`src/rtl/line_fill_arbiter.sv`:
```
// Round-robin arbiter sharing one AXI4 read channel (AR/R) between NUM_REQ
// cache line-fill requesters. Each grant issues one INCR burst of BEATS beats
// and forwards the returned beats to the owner, flagging errors on the last beat.
module line_fill_arbiter #(
    parameter int unsigned NUM_REQ    = 2,
    parameter int unsigned ADDR_SIZE  = 32,
    parameter int unsigned DATA_WIDTH = 32,
    parameter int unsigned BEATS      = 4
) (
    input  logic                           i_aclk,
    input  logic                           i_areset,
    input  logic [NUM_REQ-1:0]             i_req,
    input  logic [NUM_REQ*ADDR_SIZE-1:0]   i_addr,
    output logic [NUM_REQ-1:0]             o_grant,
    output logic [NUM_REQ-1:0]             o_rvalid,
    output logic [DATA_WIDTH-1:0]          o_rdata,
    output logic                           o_rlast,
    output logic [NUM_REQ-1:0]             o_err,
    output logic [ADDR_SIZE-1:0]           o_araddr,
    output logic [7:0]                     o_arlen,
    output logic [2:0]                     o_arsize,
    output logic [1:0]                     o_arburst,
    output logic                           o_arvalid,
    input  logic                           i_arready,
    input  logic [DATA_WIDTH-1:0]          i_rdata,
    input  logic [1:0]                     i_rresp,
    input  logic                           i_rlast,
    input  logic                           i_rvalid,
    output logic                           o_rready
);

    localparam int unsigned PTR_W    = (NUM_REQ > 1) ? $clog2(NUM_REQ) : 1;
    localparam int unsigned OFF_W    = $clog2(BEATS * DATA_WIDTH / 8);
    localparam int unsigned SIZE_LOG = $clog2(DATA_WIDTH / 8);
    localparam logic [8:0]  BEATS_C  = 9'(BEATS);
    // Clears the byte offset within one cache line.
    localparam logic [ADDR_SIZE-1:0] ALIGN_MASK = {ADDR_SIZE{1'b1}} << OFF_W;

    typedef enum logic [1:0] {StIdle, StAddr, StData} state_t;

    state_t               state;
    logic [PTR_W-1:0]     rr_ptr;
    logic [PTR_W-1:0]     owner;
    logic [8:0]           beat_cnt;
    logic                 err_flag;
    logic [ADDR_SIZE-1:0] araddr_r;
    logic                 arvalid_r;
    logic                 rready_r;

    logic [PTR_W-1:0]     winner;
    logic                 found;
    logic [PTR_W-1:0]     rr_next;
    logic [ADDR_SIZE-1:0] win_addr;
    logic [NUM_REQ-1:0]   winner_oh;
    logic [NUM_REQ-1:0]   owner_oh;
    logic [8:0]           beat_num;
    logic                 resp_bad;
    logic                 final_err;
    logic                 beat_fire;

    assign o_arlen   = 8'(BEATS - 1);
    assign o_arsize  = 3'(SIZE_LOG);
    assign o_arburst = 2'b01;
    assign o_araddr  = araddr_r;
    assign o_arvalid = arvalid_r;
    assign o_rready  = rready_r;

    // Pick the first requesting index at or after the round-robin pointer.
    always_comb begin
        winner = '0;
        found  = 1'b0;
        for (int unsigned i = 0; i < NUM_REQ; i++) begin
            int unsigned idx;
            idx = (int'(rr_ptr) + i) % NUM_REQ;
            if (!found && i_req[idx]) begin
                winner = PTR_W'(idx);
                found  = 1'b1;
            end
        end
        rr_next  = (winner == PTR_W'(NUM_REQ - 1)) ? '0 : winner + PTR_W'(1);
        win_addr = i_addr[int'(winner)*ADDR_SIZE +: ADDR_SIZE] & ALIGN_MASK;
    end

    // One-hot decodes of the arbitration winner and the current fill owner.
    always_comb begin
        winner_oh = '0;
        owner_oh  = '0;
        winner_oh[winner] = 1'b1;
        owner_oh[owner]   = 1'b1;
    end

    // Beat accounting; an error is reported if any response was bad or the count was off.
    always_comb begin
        beat_num  = beat_cnt + 9'd1;
        resp_bad  = (i_rresp != 2'b00);
        final_err = err_flag | resp_bad | (beat_num != BEATS_C);
        beat_fire = (state == StData) && i_rvalid && !i_areset;
    end

    // Requester-facing outputs; forced low while reset is asserted.
    always_comb begin
        o_grant  = '0;
        o_rvalid = '0;
        o_rdata  = '0;
        o_rlast  = 1'b0;
        o_err    = '0;
        if ((state == StIdle) && found && !i_areset) begin
            o_grant = winner_oh;
        end
        if (beat_fire) begin
            o_rvalid = owner_oh;
            o_rdata  = i_rdata;
            o_rlast  = i_rlast;
            if (i_rlast && final_err) begin
                o_err = owner_oh;
            end
        end
    end

    // Fill FSM with registered AXI control outputs.
    always_ff @(posedge i_aclk) begin
        if (i_areset) begin
            state     <= StIdle;
            rr_ptr    <= '0;
            owner     <= '0;
            beat_cnt  <= '0;
            err_flag  <= 1'b0;
            araddr_r  <= '0;
            arvalid_r <= 1'b0;
            rready_r  <= 1'b0;
        end else begin
            unique case (state)
                StIdle: begin
                    if (found) begin
                        owner     <= winner;
                        araddr_r  <= win_addr;
                        rr_ptr    <= rr_next;
                        arvalid_r <= 1'b1;
                        beat_cnt  <= '0;
                        err_flag  <= 1'b0;
                        state     <= StAddr;
                    end
                end
                StAddr: begin
                    if (i_arready) begin
                        arvalid_r <= 1'b0;
                        rready_r  <= 1'b1;
                        state     <= StData;
                    end
                end
                StData: begin
                    if (i_rvalid) begin
                        if (i_rlast) begin
                            rready_r <= 1'b0;
                            beat_cnt <= '0;
                            err_flag <= 1'b0;
                            state    <= StIdle;
                        end else begin
                            // Saturate so an overlong burst cannot wrap back to a valid count.
                            if (beat_cnt != BEATS_C) begin
                                beat_cnt <= beat_num;
                            end
                            err_flag <= err_flag | resp_bad | (beat_num >= BEATS_C);
                        end
                    end
                end
                default: begin
                    state <= StIdle;
                end
            endcase
        end
    end

endmodule

```
`config.mk`:
```
export PLATFORM = sky130hd
export DESIGN_NAME = line_fill_arbiter
export DESIGN_NICKNAME = d
export VERILOG_FILES = /design/src/rtl/line_fill_arbiter.sv
export SDC_FILE = /design/constraint.sdc
export NUM_CORES = 1
export LEC_CHECK = 0
export BUFFER_PORTS_ARGS = -buffer_cell sky130_fd_sc_hd__buf_4
export CAP_MARGIN = 20
export CORE_ASPECT_RATIO = 1.75
export CORE_MARGIN = 2
export CORE_UTILIZATION = 36
export CTS_CLUSTER_SIZE = 14
export DETAILED_ROUTE_END_ITERATION = 12
export HOLD_SLACK_MARGIN = 0.03
export MAX_ROUTING_LAYER = met4
export PLACE_DENSITY = 0.86
export SETUP_SLACK_MARGIN = 0.2
export SYNTH_ARGS = -nofsm -noshare
export SYNTH_HDL_FRONTEND = slang
export SYNTH_SLANG_ARGS = --single-unit
```
`constraint.sdc`:
```
create_clock -name i_aclk -period 1.5 [get_ports i_aclk]
set_input_delay 0.075 -clock i_aclk [delete_from_list [all_inputs] [get_ports i_aclk]]
set_output_delay 0.075 -clock i_aclk [all_outputs]
set_load 0.02 [all_outputs]
```
==> results.sh <==
export IMPL_fp_dieH_microns=113
export IMPL_vias_per_cell=6.37
export IMPL_cts_max_level=2
export IMPL_routed_wl_mm=20.0
export IMPL_period_needed_ns=1.89
export IMPL_grt_usage_pct=43.3
export IMPL_timing_fmax_ghz=0.528
export IMPL_power_share_switching_pct=30.8
export IMPL_p_per_area_nw_per_um2=718
export IMPL_timing_rr_start="state[0]"
export IMPL_rows=39
export IMPL_async_reset_ff_share_pct=0
export IMPL_grt_overflow=0
export IMPL_synthSimpleGateAreaFrac_pct=30.9
export IMPL_tritoncts="built"
export IMPL_synthTopCellsByArea="dfxtp_1 36%, nand2_1 10%, a22oi_1 8.9%"
export IMPL_startpoint="beat_cnt[1]"
export IMPL_yosysTopAreaCellShare_pct=35.8
export IMPL_post_dp_hpwl_mm=6.42
export IMPL_skew_ns=0.00762
export IMPL_worstHoldPathType="in2reg"
export IMPL_coreArea_sq_um=6590
export IMPL_synth_warnings=0
export IMPL_synth_area_leader_cell="dfxtp_1"
export IMPL_status="complete, but fails checks"
export IMPL_cp_end_kind="primary output"
export IMPL_synth_top_family_by_area="simple AND/OR/NAND/NOR gates"
export IMPL_clk_pin_slew_ns=0.06
export IMPL_yosysSeqAreaShare_pct=35.8
export IMPL_drt_iter0_markers=460
export IMPL_drc=0
export IMPL_yosys_area_share_xor_xnor_pct=0.356
export IMPL_detail_route_antenna_nets=0
export IMPL_portBuffers=165
export IMPL_final_setup_viol_count=79
export IMPL_layout_common_cells="151 x buf_4, 63 x buf_6, 62 x nand2_1"
export IMPL_grt_first_pass_wirelength_mm=23.1
export IMPL_ir_drop_mv=1.08
export IMPL_vias=4298
export IMPL_synth_fa_ha_area_share_pct=1.53
export IMPL_synth_cell_area_sq_um=2460
export IMPL_comb_power_share_pct=32.5
export IMPL_area_growth_pct=148
export IMPL_synth_compound_area_share_pct=20.6
export IMPL_min_delay_start="i_areset"
export IMPL_post_route_cells_drive_above_1_share_pct=63.0
export IMPL_layout_worst_path_cycle_share_pct=126
export IMPL_startpoint_type="flop"
export IMPL_syn_area_per_cell_sq_um=7.91
export IMPL_muxShareOfSynthArea_pct=0.407
export IMPL_wl_per_cell_microns=29.6
export IMPL_yosys_register_bits=44
export IMPL_start_util_pct=37.3
export IMPL_rsz0062_at_grt="yes"
export IMPL_leakage_nw=2.83
export IMPL_clock_sinks=44
export IMPL_fin_cells=675
export IMPL_hold_viol_final=0
export IMPL_die_w_microns=66.5
export IMPL_violations="setup timing"
export IMPL_slew_violations=0
export IMPL_p_seq_share_pct=31.4
export IMPL_total_power_mw=4.39
export IMPL_path_max_fanout=6
export IMPL_setup_slack_ns=-0.392
export IMPL_clk_latency_ns=0.29
export IMPL_numCtsBuffers=5
export IMPL_critPathArrivalTime_ns=1.82
export IMPL_post_place_ws_ns=-0.0473
export IMPL_root_buffer="clkbuf_16"
export IMPL_p_sw_mw=1.35
export IMPL_ys_flop_type="dfxtp_1"
export IMPL_cts_path_max_buffers=2
export IMPL_synth_edf_count=0
export IMPL_worstPathRequired_ns=1.42
export IMPL_grt_max_degree=21
export IMPL_fin_nets=699
export IMPL_path_class="reg2out"
export IMPL_layout_commonest_cell="buf_4"
export IMPL_grt_pass1_vias=4225
export IMPL_boundaryPins=191
export IMPL_clockPowerShare_pct=36.1
export IMPL_postSynthCellCount=311
export IMPL_post_place_cells=561
export IMPL_die_area_sq_um=7530
export IMPL_p_int_mw=3.04
export IMPL_max_cap_violations=0
export IMPL_drt_first_pass_iters=6
export IMPL_gp_congestion=0.866
export IMPL_antenna_found_initial=1
export IMPL_synth_cell_types=50
flip-flops by register name, indices dropped and copies added (netlist names):
| register | cells |
|---|---|
| beat_cnt | 9 |
| err_flag | 1 |
| o_araddr | 28 |
| o_arvalid | 1 |
| o_rready | 1 |
| owner | 1 |
| rr_ptr | 1 |
| state | 2 |
metrics by stage:
step	instance area, sq um	util (%)	TNS (ns)	hold WS [ns]
floorplan	2560	-	-0.0330	0.174
global placement	3880	58.9	-0.0347	0.257
detailed placement	3880	58.9	-0.129	0.261
CTS	5670	86.0	-3.68	0.116
global route	6110	92.7	-16.84	0.189
finish	6110	92.7	-15.57	0.194
synth_stat cells (5+ instances only):
| cell | instances |
|---|---|
| nand2_1 | 66 |
| dfxtp_1 | 44 |
| and2_1 | 34 |
| a22oi_1 | 29 |
| buf_4 | 20 |
| a21oi_1 | 17 |
| nor2_1 | 11 |
| buf_2 | 10 |
| nor3_1 | 7 |
| clkbuf_1 | 5 |
| inv_1 | 5 |
| o21ai_1 | 5 |
per-layer routing:
metal	up-vias	track usage, %	share of wire (%)	routed length, microns
li1	1616	-	-	-
met1	1919	37.7	27	5430
met2	508	75.1	48	9540
met3	255	12.2	11	2290
met4	0	33.1	14	2720
met5	-	-	0	0
cell type report:
class                           instances  area (sq um)
Antenna cell                            1          2.50
Inverter                                5          23.8
Clock buffer                            6           150
Timing Repair Buffer                  293          2930
Tap cell                               82           103
Fill cell                             189           478
Clock inverter                          2          60.1
Multi-Input combinational cell        242          1940
Sequential cell                        44           902
path summary, 6_finish.rpt:
check             cells past startpoint  slack [ns]      endpoint
setup / recovery                      7       -0.39      o_err[0]
setup reg to reg                      9       -0.38  o_araddr[26]
hold reg to reg                       2        0.49   o_araddr[9]
hold / removal                        2        0.19   beat_cnt[3]
power groups by stage:
stage	clock (mW)	combinational, mW	sequential, mW
after floorplan	0	0.308	1.45
after global routing	1.62	1.46	1.38
after detailed placement	0	0.796	1.35
after CTS	1.55	1.20	1.33
final	1.58	1.43	1.38
after global placement	0	0.777	1.35
critical path, cell delays in order (launching register included):
cell	delay (ns)
dfxtp_4	0.38
ha_4	0.20
buf_4	0.16
nand3_2	0.14
nand2_2	0.13
o21ai_2	0.08
a211oi_2	0.25
buf_4	0.18
logic make-up after synthesis:
logic type      after synthesis
compound gates               74
flops                        44
other cells                   2
mux                           1
fa+ha+maj                     3
buf+inv                      41
simple gates                145
xor+xnor                      1
what timing repair did:
action / in CTS / in global routing
resized for setup: 133 / 87
setup endpoints to repair: 78 / 81
pin swaps: 75 / 70
hold endpoints to repair: 28 / 0
hold buffers: 56 / 0
buffers inserted: 25 / 10
gates cloned: 12 / 2
Power figures use the tool's default switching activity.
